## src/rtl/axis_pingpong_packetizer.sv

```systemverilog
// Two-bank AXI-Stream packetizer: one bank fills from the ADC while the other
// is drained as a TLAST-terminated packet, with an interrupt pulse per packet.
module axis_pingpong_packetizer #(
  parameter int unsigned DATA_WIDTH   = 16,
  parameter int unsigned SMPLS        = 32,
  parameter int unsigned INTR_CLKS    = 8,
  parameter bit          DROP_ON_FULL = 1'b0
) (
  input  logic                  aclk,
  input  logic                  aresetn,
  input  logic                  s_axis_tvalid,
  output logic                  s_axis_tready,
  input  logic [DATA_WIDTH-1:0] s_axis_tdata,
  output logic                  m_axis_tvalid,
  input  logic                  m_axis_tready,
  output logic [DATA_WIDTH-1:0] m_axis_tdata,
  output logic                  m_axis_tlast,
  output logic                  m_axis_interrupt,
  output logic                  overflow,
  input  logic                  overflow_clr,
  output logic [15:0]           pkt_cnt
);

  localparam int unsigned IDXW = $clog2(SMPLS);
  localparam int unsigned ICW  = $clog2(INTR_CLKS + 1);
  localparam logic [IDXW-1:0] LAST_IDX = IDXW'(SMPLS - 1);

  typedef enum logic {IDLE, SEND} state_t;

  logic [DATA_WIDTH-1:0] bank_q [2][SMPLS];
  logic [1:0]            full_q, full_d;
  logic                  wr_bank_q, wr_bank_d;
  logic [IDXW-1:0]       wr_idx_q, wr_idx_d;
  logic                  rd_bank_q, rd_bank_d;
  logic [IDXW-1:0]       rd_idx_q, rd_idx_d;
  state_t                state_q, state_d;
  logic [ICW-1:0]        intr_q, intr_d;
  logic                  ovf_q, ovf_d;
  logic [15:0]           pkt_q, pkt_d;

  logic full_hit, s_ready, wr_en, wr_wrap, rd_release;

  always_comb begin
    full_hit  = full_q[wr_bank_q];
    s_ready   = DROP_ON_FULL ? 1'b1 : !full_hit;
    // in drop mode a beat can handshake against a full bank; it is discarded
    wr_en     = s_axis_tvalid && s_ready && !full_hit;
    wr_wrap   = wr_en && (wr_idx_q == LAST_IDX);
    wr_bank_d = wr_bank_q;
    wr_idx_d  = wr_idx_q;
    if (wr_en) begin
      if (wr_wrap) begin
        wr_idx_d  = '0;
        wr_bank_d = !wr_bank_q;
      end else begin
        wr_idx_d = wr_idx_q + 1'b1;
      end
    end
    ovf_d = ovf_q;
    if (overflow_clr) ovf_d = 1'b0;
    if (s_axis_tvalid && full_hit) ovf_d = 1'b1;
  end

  always_comb begin
    state_d       = state_q;
    rd_bank_d     = rd_bank_q;
    rd_idx_d      = rd_idx_q;
    pkt_d         = pkt_q;
    rd_release    = 1'b0;
    intr_d        = (intr_q != '0) ? intr_q - 1'b1 : intr_q;
    m_axis_tvalid = 1'b0;
    m_axis_tlast  = 1'b0;
    m_axis_tdata  = '0;
    unique case (state_q)
      IDLE: begin
        if (full_q[rd_bank_q]) begin
          state_d = SEND;
          intr_d  = ICW'(INTR_CLKS);
        end
      end
      SEND: begin
        m_axis_tvalid = 1'b1;
        m_axis_tdata  = bank_q[rd_bank_q][rd_idx_q];
        m_axis_tlast  = (rd_idx_q == LAST_IDX);
        if (m_axis_tready) begin
          if (m_axis_tlast) begin
            rd_release = 1'b1;
            rd_idx_d   = '0;
            rd_bank_d  = !rd_bank_q;
            pkt_d      = pkt_q + 16'd1;
            state_d    = IDLE;
          end else begin
            rd_idx_d = rd_idx_q + 1'b1;
          end
        end
      end
      default: state_d = IDLE;
    endcase
    // read and write always touch different banks, so both updates apply
    full_d = full_q;
    if (rd_release) full_d[rd_bank_q] = 1'b0;
    if (wr_wrap)    full_d[wr_bank_q] = 1'b1;
  end

  always_ff @(posedge aclk or negedge aresetn) begin
    if (!aresetn) begin
      full_q    <= '0;
      wr_bank_q <= 1'b0;
      wr_idx_q  <= '0;
      rd_bank_q <= 1'b0;
      rd_idx_q  <= '0;
      state_q   <= IDLE;
      intr_q    <= '0;
      ovf_q     <= 1'b0;
      pkt_q     <= '0;
      for (int unsigned b = 0; b < 2; b++)
        for (int unsigned i = 0; i < SMPLS; i++)
          bank_q[b][i] <= '0;
    end else begin
      full_q    <= full_d;
      wr_bank_q <= wr_bank_d;
      wr_idx_q  <= wr_idx_d;
      rd_bank_q <= rd_bank_d;
      rd_idx_q  <= rd_idx_d;
      state_q   <= state_d;
      intr_q    <= intr_d;
      ovf_q     <= ovf_d;
      pkt_q     <= pkt_d;
      if (wr_en) bank_q[wr_bank_q][wr_idx_q] <= s_axis_tdata;
    end
  end

  assign s_axis_tready    = s_ready;
  assign m_axis_interrupt = (intr_q != '0);
  assign overflow         = ovf_q;
  assign pkt_cnt          = pkt_q;

endmodule

```

## config.mk

```make
export PLATFORM = sky130hd
export DESIGN_NAME = axis_pingpong_packetizer
export DESIGN_NICKNAME = d
export VERILOG_FILES = /design/src/rtl/axis_pingpong_packetizer.sv
export SDC_FILE = /design/constraint.sdc
export NUM_CORES = 2
export LEC_CHECK = 0
export ABC_AREA = 0
export ABC_CLOCK_PERIOD_IN_PS = 3270
export CAP_MARGIN = 20
export CORE_ASPECT_RATIO = 0.8
export CORE_MARGIN = 3
export CORE_UTILIZATION = 25
export CTS_CLUSTER_SIZE = 24
export DETAILED_ROUTE_END_ITERATION = 10
export DONT_BUFFER_PORTS = 1
export MAX_ROUTING_LAYER = met4
export SETUP_SLACK_MARGIN = 0.2
export SYNTH_ARGS = -nofsm -noshare
export SYNTH_HDL_FRONTEND = slang
export SYNTH_SLANG_ARGS = --single-unit
```

## constraint.sdc

```tcl
create_clock -name aclk -period 3.27 [get_ports aclk]
set_clock_uncertainty 0.15 [all_clocks]
set_input_delay 0.654 -clock aclk [delete_from_list [all_inputs] [get_ports aclk]]
set_output_delay 0.654 -clock aclk [all_outputs]
set_load 0.01 [all_outputs]
```

**Word level (Yosys, flattened, before mapping)**

Index checks and enable logic that the tools add are counted.

- Muxes and demuxes: 38
- Add/subtract/negate cells: 4
- Bitwise logic cells: 8
- $lt $le $gt $ge: 10
- Equality and inequality tests: 2
- Reductions and logical operators: 16

Operator list:

| cell | count |
|---|---|
| 512-bit 2-to-1 mux | 4 |
| 1024-bit bitwise mux | 1 |
| 512-bit demux with 1-bit select | 1 |
| 16-bit binary-select mux with 5-bit select | 1 |
| 16-bit demux with 5-bit select | 1 |
| 16-bit 2-to-1 mux | 4 |
| 16-bit by 1-bit adder with 16-bit output (second input constant) | 1 |
| 1-bit 2-to-1 mux | 16 |
| 6-bit >= comparator (second input constant) | 2 |
| 4-bit 2-to-1 mux | 3 |
| 5-bit inverter with 6-bit output | 2 |
| 5-bit by 1-bit adder with 5-bit output (second input constant) | 2 |
| 5-bit == test (second input constant) | 2 |
| 5-bit 2-to-1 mux | 2 |
| 1-bit logical AND | 8 |
| 6-bit by 1-bit less-than comparator with 1-bit output (second input constant) | 1 |
| 2-bit >= comparator (second input constant) | 2 |
| 1-bit by 2-bit less-than comparator with 1-bit output (second input constant) | 2 |
| 2-bit 2-to-1 mux | 2 |
| 1-bit inverter with 2-bit output | 2 |
| 2-bit AND reduction | 2 |
| 4-bit nonzero test | 1 |
| 4-bit by 1-bit subtractor with 4-bit output (second input constant) | 1 |
| 1-bit zero test | 3 |
| other kinds (10) | 12 |

- Input bits: 21
- Register bits after elaboration: 1060

**Logic depth before layout (Yosys ltp)**

- Depth in word-level cells: 9
- Gate-level depth with buffers: 11

**Least setup slack after synthesis**

No wires, ideal clock.

- Kind: reg2reg
- Start point: register rd_idx_q[3]
- End point: register pkt_q[15] (netlist: pkt_cnt[15])
- Stages on the path, launching flop included: 12
- Arrival: 2608 ps
- Setup slack: 433 ps
- Required time: 3041 ps
- Cells stage by stage: dfrtp_1 -> clkbuf_1 -> clkbuf_1 -> clkbuf_1 -> and3_1 -> ha_1 -> and3_1 -> and4_1 -> clkbuf_1 -> nand3_1 -> nor2_1 -> xor2_1

- Word-level cells in the longest chain between the ends: 2

RTL lines:

| item | line | source |
|---|---|---|
| start, declared | 35 | `logic [IDXW-1:0] rd_idx_q, rd_idx_d;` |
| start signal, assigned | 124 | `rd_idx_q <= rd_idx_d;` |
| 5-bit == test | 84 | `m_axis_tlast = (rd_idx_q == LAST_IDX);` |
| 3-bit AND reduction (no line) | n/a |  |
| end signal, assigned | 128 | `pkt_q <= pkt_d;` |
| end, declared | 39 | `logic [15:0] pkt_q, pkt_d;` |

Every way passes these cells.
A chain may end at the register's enable or synchronous reset.

**Final worst setup path**

- Start point: register rd_idx_q[0]
- End point: output port m_axis_tdata[6]

- Word-level cells in the longest chain between the ends: 5

RTL lines:

| item | line | source |
|---|---|---|
| 5-bit inverter with 6-bit output (implied by the code) | 83 | `m_axis_tdata = bank_q[rd_bank_q][rd_idx_q];` |
| 16-bit binary-select mux with 5-bit select | 83 |  |
| 16-bit 2-to-1 mux (implied by the code) (2 in a row) | 83 |  |
| 16-bit 2-to-1 mux | 74 | `unique case (state_q)` |
| end, declared | 16 | `output logic [DATA_WIDTH-1:0] m_axis_tdata,` |

Every way passes these cells. The select of a mux whose other input is x is not followed.

==> run metrics <==
sequential share of the synthesized area=54.6%; drt pass-1 iters=5; Slew HR=8.96%; CP Data Required Time=2.47 ns; Post-Syn Nets=3,139; port bufs=0; IO Count=58; Synth Register Bits=1,060; Pleak=26.5 nW; DRT iter0 DRCs=2,143; final wirelength=137,000 microns; final setup fails=16; share of cells above drive strength 1=58.9%; CTS tree=built; vias per cell=4.72; Sum Neg Setup Slack=-9.24 ns; H-tree depth=3; cell row count=144; post-synth cell types=56; failing checks=hold timing, setup timing; maximum clock rate=0.256 GHz; Final Hold Vio Count=205; Mapped Avg Cell Area=15.6 sq um; Tot GR Track Use=13.9%; RePlAce Congestion=0.981; FF-to-FF setup slack=0.51 ns; Die Y=400 microns; Setup WS post-layout=-0.636 ns; Clock Sinks=1,060; outcome=finished with violations; Syn Std Cell Area=0.0486 sq mm; Worst Tran Pin Value=1.37 ns; DP Wirelength=83,500 microns; commonest non-fill, non-tap cells in the layout=dfrtp_1 (1,057), mux2_2 (1,027), mux4_2 (248), buf_4 (248), clkbuf_16 (113); vias in the first global route=29,100; YS warnings=0; Tcrit/Tclk final=119%; initial antenna violation count=3; post-route cell area=0.0588 sq mm; vias=28,100; # DRC=0; unrepaired setup endpoints after global routing=yes; core area=0.193 sq mm; worst-path maximum fanout=8; Reg clk slew, reported paths=0.06 ns; largest net degree at the start of global routing=240; Max-Cap Viols=0; asr flop ratio synth=100%; cells after synthesis=3,109; PwrDens=856 mW/mm^2; Worst Hold Slack=-0.496 ns; most common cell after layout, fill and taps aside=dfrtp_1; worst slack, placed=-0.613 ns; clk_lat worst skew=0.72 ns; CTS Buf Count=110; Synth Flop Type=dfrtp_1; Setup CP Type=register to output pin; Nets=3,324; clock root buffer=clkbuf_16; peak supply drop=451 uV; Hold Buf Count CTS=21; Worst EP arrival=3.10 ns; Die Footprint=0.200 sq mm; number of synthesized flops with an enable pin=0; area grow syn2layout=21.1%; Tmin final=3.91 ns; Max Slew Vio Count=0; first-pass GRT wire length=204,000 microns; worst hold path class=input port to asynchronous set/reset pin; CTS max path bufs=3; initial core utilization=25.2%; CP Launch Type=register; Placement Cell Area=0.0528 sq mm; Setup crit end kind=output pin; post-route ant nets=0; Layout Cells excl Fill=5,947; GR Overflow Total=0; Die Width=499 microns; placed cells=5,651; r2r worst-path depth=10; average wire per standard cell=23.0 microns
==> where the power goes <==
group	leakage, nW	internal, W	switching (W)	total [W]
clock network	1.88	0.00763	0.00544	0.0131
logic	10.3	0.00983	0.00886	0.0187
registers	14.3	0.0167	0.00187	0.0186
total	26.5	0.0342	0.0162	0.0504
==> final timing paths <==
kind,start,to
min in group aclk,s_axis_tvalid,wr_idx_q[2]$_DFFE_PN0P_
max reg2reg,rd_idx_q[0]$_DFFE_PN0P_,pkt_cnt[12]$_DFFE_PN0P_
min,aresetn,overflow$_DFFE_PN0P_
max in group asynchronous,aresetn,bank_q[465]$_DFFE_PN0P_
min reg2reg,bank_q[576]$_DFFE_PN0P_,bank_q[576]$_DFFE_PN0P_
max,rd_idx_q[0]$_DFFE_PN0P_,m_axis_tdata[6]
==> critical path: stages, from the launching register on <==
cell     delay (ns)
dfrtp_4        0.49
buf_12         0.16
mux4_2         0.51
mux2i_1        0.48
a22o_1         0.37
nor4_4         0.10
a31o_4         0.28
==> cells by family after synthesis <==
kind of cell	synth area share, %
simple gates	2.50
fa+ha+maj	0.232
flops	54.6
compound gates	2.13
buf+inv	3.24
mux	37.0
xor+xnor	0.306
==> Yosys cell counts, types with 7 or more instances <==
cell	instances	area [sq um]
nand3_1	13	65.1
nor4_1	8	50.1
o22ai_1	29	181
mux2i_1	84	841
nand2_1	57	214
mux4_2	248	5590
inv_1	8	30.0
a22o_1	12	105
o2111ai_1	7	61.3
nand2b_1	10	62.6
xnor2_1	14	123
a22oi_1	18	135
buf_6	21	236
buf_2	54	270
a21oi_1	16	80.1
dfrtp_1	1060	26500
a221oi_1	9	78.8
ha_1	9	113
clkbuf_1	125	469
a31o_2	7	61.3
buf_4	64	480
nor2_2	44	275
and3_1	8	50.1
o21ai_0	27	135
mux2_2	1027	11600
nand2_2	22	138
nor2_1	17	63.8
buf_1	18	67.6
==> repair_timing <==
item / CTS / global route
pin swaps: 10 / 15
hold endpoints to repair: 1171 / 152
cloned: 5 / 3
setup buffers: 26 / 31
endpoints found under the setup margin: 140 / 17
resized for setup: 151 / 65
==> sequential cells by signal, summed over array words and instances (netlist names) <==
name       count
rd_bank_q      1
intr_q         4
state_q        1
pkt_cnt       16
full_q         2
bank_q      1024
overflow       1
wr_idx_q       5
wr_bank_q      1
rd_idx_q       5
==> per-stage QoR <==
stage	total power (W)	utilization, %
6_report	0.0504	30.5
5_1_grt	0.0526	30.5
4_1_cts	0.0500	30.1
3_5_place_dp	0.0349	27.4
3_3_place_gp	0.0346	27.4
2_1_floorplan	0.0282	-
==> area by class of cell <==
type	instances	area, sq um
tap	2555	3200
antenna	2	5.00
timing repair buffer	356	4040
clock buffer	162	3260
multi-input combinational	1756	21200
sequential	1060	26500
inverter	10	38.8
fill	18900	134000
clock inverter	46	537
==> per-layer routing <==
| metal | share of wire [%] | global-route usage, % | vias up | routed length, microns |
|---|---|---|---|---|
| met4 | 3.4 | 4.21 | 0 | 4710 |
| met2 | 45 | 20.8 | 628 | 62100 |
| met1 | 47 | 19.5 | 15300 | 63900 |
| met5 | 0 | - | - | 0 |
| li1 | - | - | 12000 | - |
| met3 | 4.6 | 2.13 | 224 | 6280 |
No activity file was read; power rests on OpenSTA's default activity.
